File: src/rtl/alu_op_sequencer.sv
// alu_op_sequencer: sequences one ALU operation at a time over an 8-bit register file.
// A request reads its two operands, drives them to the external ALU, waits ALU_LAT
// cycles, then writes the 8- or 16-bit result back and updates the {C,Z,N} flags.
module alu_op_sequencer #(
  parameter int unsigned ALU_LAT = 1,
  parameter int unsigned NREG    = 8,
  localparam int unsigned AW     = $clog2(NREG)
) (
  input  logic          clk,
  input  logic          rst,
  input  logic          req_valid,
  output logic          req_ready,
  input  logic [7:0]    req_op,
  input  logic [AW-1:0] req_rd,
  input  logic [AW-1:0] req_rr,
  input  logic          req_wide,
  input  logic          ld_valid,
  input  logic [AW-1:0] ld_addr,
  input  logic [7:0]    ld_data,
  input  logic [AW-1:0] dbg_addr,
  output logic [7:0]    dbg_data,
  output logic [2:0]    flags,
  output logic          busy,
  output logic          done,
  output logic [7:0]    alu_rr,
  output logic [7:0]    alu_rd,
  output logic          alu_ci,
  output logic [7:0]    alu_op,
  input  logic [15:0]   alu_data,
  input  logic          alu_co,
  input  logic          alu_zo,
  input  logic          alu_no
);

  localparam int unsigned CW = 4;

  typedef enum logic [1:0] {
    S_IDLE  = 2'd0,
    S_ISSUE = 2'd1,
    S_WAIT  = 2'd2,
    S_WB    = 2'd3
  } state_t;

  state_t        state;
  logic [7:0]    regs [NREG];
  logic [CW-1:0] cnt;
  logic [AW-1:0] rd_q;
  logic [AW-1:0] rd_nxt;
  logic          wide_q;
  logic [15:0]   res_q;
  logic [2:0]    st_q;

  // Loads take priority over requests; nothing is accepted while an op is in flight.
  assign req_ready = (state == S_IDLE) && !ld_valid;
  assign busy      = (state != S_IDLE);
  assign dbg_data  = regs[dbg_addr];
  // Upper-byte destination wraps naturally at AW bits.
  assign rd_nxt    = rd_q + AW'(1);

  // Sequencer FSM, register file and all registered outputs.
  // ALU inputs are launched on the accepting edge so they are already stable during ISSUE.
  always_ff @(posedge clk) begin
    if (!rst) begin
      state  <= S_IDLE;
      for (int unsigned i = 0; i < NREG; i++) regs[i] <= 8'h00;
      flags  <= 3'b000;
      done   <= 1'b0;
      alu_rr <= 8'h00;
      alu_rd <= 8'h00;
      alu_ci <= 1'b0;
      alu_op <= 8'h00;
      cnt    <= '0;
      rd_q   <= '0;
      wide_q <= 1'b0;
      res_q  <= 16'h0000;
      st_q   <= 3'b000;
    end else begin
      done <= 1'b0;
      case (state)
        S_IDLE: begin
          if (ld_valid) begin
            regs[ld_addr] <= ld_data;
          end else if (req_valid) begin
            alu_rd <= regs[req_rd];
            alu_rr <= regs[req_rr];
            alu_op <= req_op;
            alu_ci <= flags[2];
            rd_q   <= req_rd;
            wide_q <= req_wide;
            state  <= S_ISSUE;
          end
        end
        S_ISSUE: begin
          cnt   <= CW'(ALU_LAT - 1);
          state <= S_WAIT;
        end
        S_WAIT: begin
          if (cnt == '0) begin
            res_q <= alu_data;
            st_q  <= {alu_co, alu_zo, alu_no};
            state <= S_WB;
          end else begin
            cnt <= cnt - CW'(1);
          end
        end
        S_WB: begin
          regs[rd_q] <= res_q[7:0];
          if (wide_q) regs[rd_nxt] <= res_q[15:8];
          flags <= st_q;
          done  <= 1'b1;
          state <= S_IDLE;
        end
        default: state <= S_IDLE;
      endcase
    end
  end

endmodule

File: config.mk
export PLATFORM = sky130hd
export DESIGN_NAME = alu_op_sequencer
export DESIGN_NICKNAME = d
export VERILOG_FILES = /design/src/rtl/alu_op_sequencer.sv
export SDC_FILE = /design/constraint.sdc
export NUM_CORES = 1
export LEC_CHECK = 0
export CORE_AREA = 3 3 213 111
export CTS_CLUSTER_SIZE = 14
export DETAILED_ROUTE_END_ITERATION = 7
export DIE_AREA = 0 0 216 114
export GPL_ROUTABILITY_DRIVEN = 0
export SYNTH_ARGS = -nofsm -noshare
export SYNTH_HDL_FRONTEND = slang
export SYNTH_SLANG_ARGS = --single-unit
File: constraint.sdc
create_clock -name clk -period 5.6 [get_ports clk]
set_input_delay 0.84 -clock clk [delete_from_list [all_inputs] [get_ports clk]]
set_output_delay 0.84 -clock clk [all_outputs]
set_load 0.005 [all_outputs]
==> results of run 1 <==
per-stage QoR:
stage	std cells	setup slack [ns]	total power, mW	utilization [%]
global route	1001	1.326	3.042	37.85
floorplan	623	2.876	1.522	-
global placement	969	1.415	1.775	35.07
CTS	1001	1.387	2.921	37.85
finish	1001	1.390	2.896	37.85
detailed placement	969	1.406	1.791	35.07
area by class of cell:
class | instances | area (sq um)
tap | 300 | 375.4
clock inverter | 15 | 176.4
fill | 2181 | 13480
sequential | 122 | 3083
timing repair buffer | 93 | 913.4
multi-input combinational | 447 | 3206
inverter | 7 | 26.28
clock buffer | 17 | 425.4
path summary, 6_finish.rpt:
| check | start | endpoint |
|---|---|---|
| setup / recovery | dbg_addr[0] | dbg_data[1] |
| hold / removal | alu_op[2] | alu_op[2] |
| setup reg to reg | state[0] | regs[6][1] |
| hold reg to reg | alu_op[2] | alu_op[2] |
per-layer routing:
layer	GRT usage, %	vias to the layer above	wire (microns)
met5	0	-	13
met3	4.844	24	1840
met1	23.43	2630	9420
met4	4.500	2	263
li1	-	2516	-
met2	27.04	278	9598
flip-flops by register name (all words and copies together), names as in the netlist:
register,flops
rd_q,3
done,1
cnt,4
wide_q,1
flags,3
alu_ci,1
alu_rd,8
alu_rr,8
alu_op,8
state,2
res_q,16
regs,64
st_q,3
cells in the final DEF (no fill, tap or decap), types with 2 or more instances in the layout:
| master | count |
|---|---|
| o22ai_1 | 64 |
| nor2b_1 | 6 |
| nand4_1 | 2 |
| mux4_1 | 14 |
| a22oi_1 | 32 |
| buf_2 | 2 |
| o211ai_1 | 8 |
| clkinvlp_4 | 2 |
| o21ai_0 | 22 |
| buf_4 | 3 |
| inv_1 | 5 |
| inv_6 | 7 |
| bufinv_16 | 2 |
| inv_8 | 2 |
| nand2b_1 | 6 |
| nand3b_1 | 5 |
| nand4b_1 | 4 |
| nor2_1 | 25 |
| ha_1 | 7 |
| mux2i_1 | 76 |
| mux2_2 | 8 |
| clkinv_1 | 2 |
| nand2_1 | 88 |
| nand2_2 | 5 |
| clkdlybuf4s50_1 | 88 |
| nand3_1 | 3 |
| mux4_2 | 2 |
| clkbuf_16 | 17 |
| a21oi_1 | 52 |
| edfxtp_1 | 64 |
| clkinv_4 | 2 |
| and2_1 | 3 |
| dfxtp_1 | 58 |
kinds of logic (layout without fill, tap and decap cells):
group / count (synthesis) / in the layout / synth area share (%)
buffers and inverters: 54 / 132 / 3.864
adder cells (fa/ha/maj): 7 / 7 / 1.339
XOR/XNOR: 2 / 2 / 0.2678
AO/OA/AOI/OAI: 184 / 184 / 17.16
multiplexers: 100 / 100 / 19.32
flip-flops: 122 / 122 / 47.13
AND/OR/NAND/NOR: 154 / 154 / 10.92
report_power, final:
| group | leakage (nW) | switching, mW | internal (mW) | total, mW |
|---|---|---|---|---|
| clock | 0.290 | 0.451 | 0.672 | 1.12 |
| sequential | 1.13 | 0.0892 | 1.05 | 1.14 |
| combinational | 1.54 | 0.356 | 0.278 | 0.634 |
| total | 2.96 | 0.897 | 2.00 | 2.90 |
critical path, cell delays in order:
cell	delay, ns
clkdlybuf4s50_1	1.10
mux4_1	0.67
mux2_2	0.29
clkdlybuf4s50_1	0.46
==> impl_metrics.tcl, run 1 <==
set metrics [dict create \
    yosysUniqueCellTypes 45 \
    yosys.area.top_type_share_pct 29.38 \
    worst-path-max-fanout 16 \
    p_leak_nw 2.962 \
    drc 0 \
    setup_viol 0 \
    clk_pin_slew_worst_paths_ns 0.06 \
    cp.arrival_ns 3.37 \
    fin_skew_ns 0.009785 \
    postCtsHoldBufs 0 \
    rsz0062_at_grt "no" \
    track_usage_pct 17.17 \
    diodes 0 \
    synth_most_common_cell "nand2_1" \
    grt_pass1_vias 5201 \
    cp-end-kind "output port" \
    cts-root-buf "clkbuf_16" \
    cts_sinks 122 \
    required_ns 4.76 \
    async_flop_share_pct 0 \
    syn_to_final_growth_pct 25.44 \
    yosys.area.top_type "edfxtp_1" \
    synth_edf_count 64 \
    cts_resized 0 \
    status "finished clean" \
    ant_nets 0 \
    numPortBuffers 90 \
    min_path_cells 2 \
    core_area_sq_mm 0.02168 \
    r2r_slack_ns 2.41 \
    synth_commonest_cells "nand2_1 (88), mux2i_1 (76), edfxtp_1 (64), o22ai_1 (64), dfxtp_1 (58)" \
    die_y_microns 114 \
    tns_ns 0 \
    cts_tree "done" \
    synth_area_sq_mm 0.006541 \
    antenna_found_initial 1 \
    vias 5450 \
    initial_core_util_pct 30.17 \
    placed_area_sq_mm 0.007604 \
    h-tree-depth 4 \
    power_density_mw_per_mm2 352.9 \
    drv_cap 0 \
    slew_viol_final 0 \
    synth.avg_cell_area_sq_um 10.50 \
    rows 38 \
    peakVddDrop_mv 0.2225 \
    drive_gt1_share_pct 7.989 \
    wl_per_cell_microns 21.11 \
    relSlewSlack_pct 29.44 \
    cp-start-kind "input port" \
    whs_ns 0.4529 \
    dp.final_hpwl_microns 15560 \
    clock_latency_ns 0.42 \
    yosysSeqAreaShare_pct 47.13 \
    ff2ff_path_depth 6 \
    cts_buffers 17 \
    grt_max_degree 39 \
    grt_overflow_total 0 \
    crit_type "in -> out" \
    tightest_slew_ns 1.058 \
    ys_ff_latch 122 \
    fmax_mhz 237.6 \
    hold_viol 0 \
    grt_pass1_wl_microns 32110 \
    clockBufferDepth 2 \
    firstDrtPassIters 6 \
    die-width_microns 216 \
    wirelength_microns 21140 \
    cts_setup_buffers 0 \
    finalCriticalPeriod_ns 4.210 \
    ioPinCount 91 \
    hp-class "reg -> reg" \
    fin_crit_sh_pct 75.17 \
    yosysWarnings 0 \
    syn_nets 682 \
    final_nets 747 \
    drt_iter0_drc 620 \
    syn_inst 623 \
    synth_flop_cell "edfxtp_1" \
    via_per_inst 5.445 \
    die_area_sq_mm 0.02462 \
    final_cell_area_sq_mm 0.008205 \
    synthTopCellsByArea "edfxtp_1 (29%), dfxtp_1 (18%), mux2i_1 (12%)" \
]
No activity file was read; power rests on OpenSTA's default activity.
==> run 2: changes to the inputs <==
==> constraint.sdc (replaced) <==
create_clock -name clk -period 4.1 [get_ports clk]
set_input_delay 0.615 -clock clk [delete_from_list [all_inputs] [get_ports clk]]
set_output_delay 0.615 -clock clk [all_outputs]
set_load 0.005 [all_outputs]
==> run 2 against run 1 <==
Against the previous run: critical path depth stayed put; core utilization is 0.21 points higher; wire length is 5.2% lower; register-to-register slack worse by 1.1 ns; critical path type unchanged; non-clock buffer count is 7 higher; power is 35% higher; via count is 2.0% lower; largest power group unchanged; first-iteration DRC count is 26% lower.
==> impl_metrics.tcl, run 2 (synthesis gave the netlist of run 1 again) <==
set metrics [dict create \
    largest_reg_flops 64 \
    status "finished clean" \
    hp-class "reg -> reg" \
    tns_ns 0 \
    antenna_found_initial 0 \
    regMostFlops "regs" \
    initial_core_util_pct 30.17 \
    required_ns 3.48 \
    peakVddDrop_mv 0.3353 \
    die_area_sq_mm 0.02462 \
    cts_setup_buffers 0 \
    p_int_mw 2.646 \
    grt_max_degree 34 \
    p_leak_nw 2.995 \
    slew_viol_final 0 \
    clockBufferDepth 2 \
    cp-start-kind "input port" \
    hold_viol 0 \
    die_y_microns 114 \
    cp-end-kind "output port" \
    via_per_inst 5.299 \
    multi_input_area_sq_mm 0.003206 \
    rows 38 \
    firstDrtPassIters 5 \
    total_power_mw 3.918 \
    grt_pass1_vias 5117 \
    postCtsHoldBufs 0 \
    syn_to_final_growth_pct 26.15 \
    h-tree-depth 4 \
    dp.final_hpwl_microns 15010 \
    ioPinCount 91 \
    wl_per_cell_microns 19.87 \
    rsz0062_at_grt "no" \
    diodes 0 \
    final_nets 754 \
    drv_cap 0 \
    tightest_slew_ns 0.9686 \
    cts_sinks 122 \
    clock_latency_ns 0.42 \
    fill_cells 2167 \
    finalWorstSetupSlack_ns 0.7735 \
    cts-root-buf "clkbuf_16" \
    relSlewSlack_pct 35.43 \
    p_comb_share_pct 22.3 \
    worst-path-max-fanout 16 \
    cts_buffers 17 \
    crit_type "in -> out" \
    cp.arrival_ns 2.71 \
    drt_iter0_drc 458 \
    power.switching_mw 1.273 \
    grt_pass1_wl_microns 30640 \
    drc 0 \
    fin_skew_ns 0.01318 \
    track_usage_pct 16.30 \
    gr-max-usage-layer "met2" \
    regArea_sq_mm 0.003083 \
    ant_nets 0 \
    clk_pin_slew_worst_paths_ns 0.07 \
    power_density_mw_per_mm2 474.9 \
    clockPowerShare_pct 38.1 \
    die-width_microns 216 \
    grt_use_met1_pct 22.36 \
    largestRegisters "regs: 64 flops, res_q: 16 flops" \
    grt_overflow_total 0 \
    numPortBuffers 90 \
    dp_worst_setup_slack_ns 0.7648 \
    cts_resized 0 \
    fin_crit_sh_pct 81.13 \
    setup_viol 0 \
    finalCriticalPeriod_ns 3.327 \
    gr-usage-met2_pct 25.53 \
    wirelength_microns 20030 \
    grt_use_met3_pct 4.605 \
    core_area_sq_mm 0.02168 \
    drive_gt1_share_pct 8.898 \
    p_seq_share_pct 39.6 \
    final_cell_mix "nand2_1 (88), clkdlybuf4s50_1 (88), mux2i_1 (76)" \
    cts_tree "done" \
    fmax_mhz 300.6 \
    vias 5341 \
    swShare_pct 32.48 \
]
## run 2: cell count changes in the layout (fill, tap and decap cells not counted)
cell / before / now
buf_4: 3 / 10
clkinv_4: 2 / 1
clkinv_8: 0 / 3
inv_8: 2 / 7
bufinv_16: 2 / 0
inv_6: 7 / 3
clkinvlp_4: 2 / 1
## run 2: power by group through the flow
| stage | Sequential [mW] | Combinational (mW) | Clock (mW) |
|---|---|---|---|
| floorplan | 1.53 | 0.550 | 0 |
| global placement | 1.57 | 0.862 | 0 |
| detailed placement | 1.57 | 0.874 | 0 |
| CTS | 1.55 | 0.878 | 1.53 |
| global route | 1.57 | 0.962 | 1.60 |
| finish | 1.55 | 0.873 | 1.49 |
## run 2: metal layers
layer | wire length, microns | part of all wire [%] | vias to the layer above
li1 | - | - | 2538
met3 | 1363 | 6.8 | 13
met4 | 199 | 0.99 | 0
met5 | 0 | 0 | -
met2 | 9157 | 46 | 223
met1 | 9312 | 46 | 2567
## run 2: path summary, 6_finish.rpt
path,start,to,cells past startpoint,slack (ns)
worst max register to register,state[0],regs[6][1],6,1.33
worst min register to register,res_q[3],res_q[3],2,0.46
worst max-delay path,dbg_addr[1],dbg_data[4],4,0.77
worst min-delay path,res_q[3],res_q[3],2,0.46
## run 2: final cells by class
class | instances | share of cell area [%]
clock buffer | 17 | 5.155
multi-input combinational | 447 | 38.85
sequential | 122 | 37.36
tap | 300 | 4.549
clock inverter | 15 | 2.062
timing repair buffer | 100 | 11.71
inverter | 7 | 0.3184
## run 2: metrics by stage
step / hold WS [ns] / util (%) / area, sq um / cells
4_1_cts: 0.4582 / 38.06 / 8252 / 1008
2_1_floorplan: 0.4357 / - / 6541 / 623
5_1_grt: 0.4765 / 38.06 / 8252 / 1008
6_report: 0.4558 / 38.06 / 8252 / 1008
3_5_place_dp: 0.4486 / 35.31 / 7656 / 976
3_3_place_gp: 0.4434 / 35.31 / 7656 / 976
## run 2: worst max-delay path, stage by stage
cell	delay, ns
clkdlybuf4s50_1	0.94
mux4_1	0.40
mux2_2	0.28
clkdlybuf4s50_1	0.47
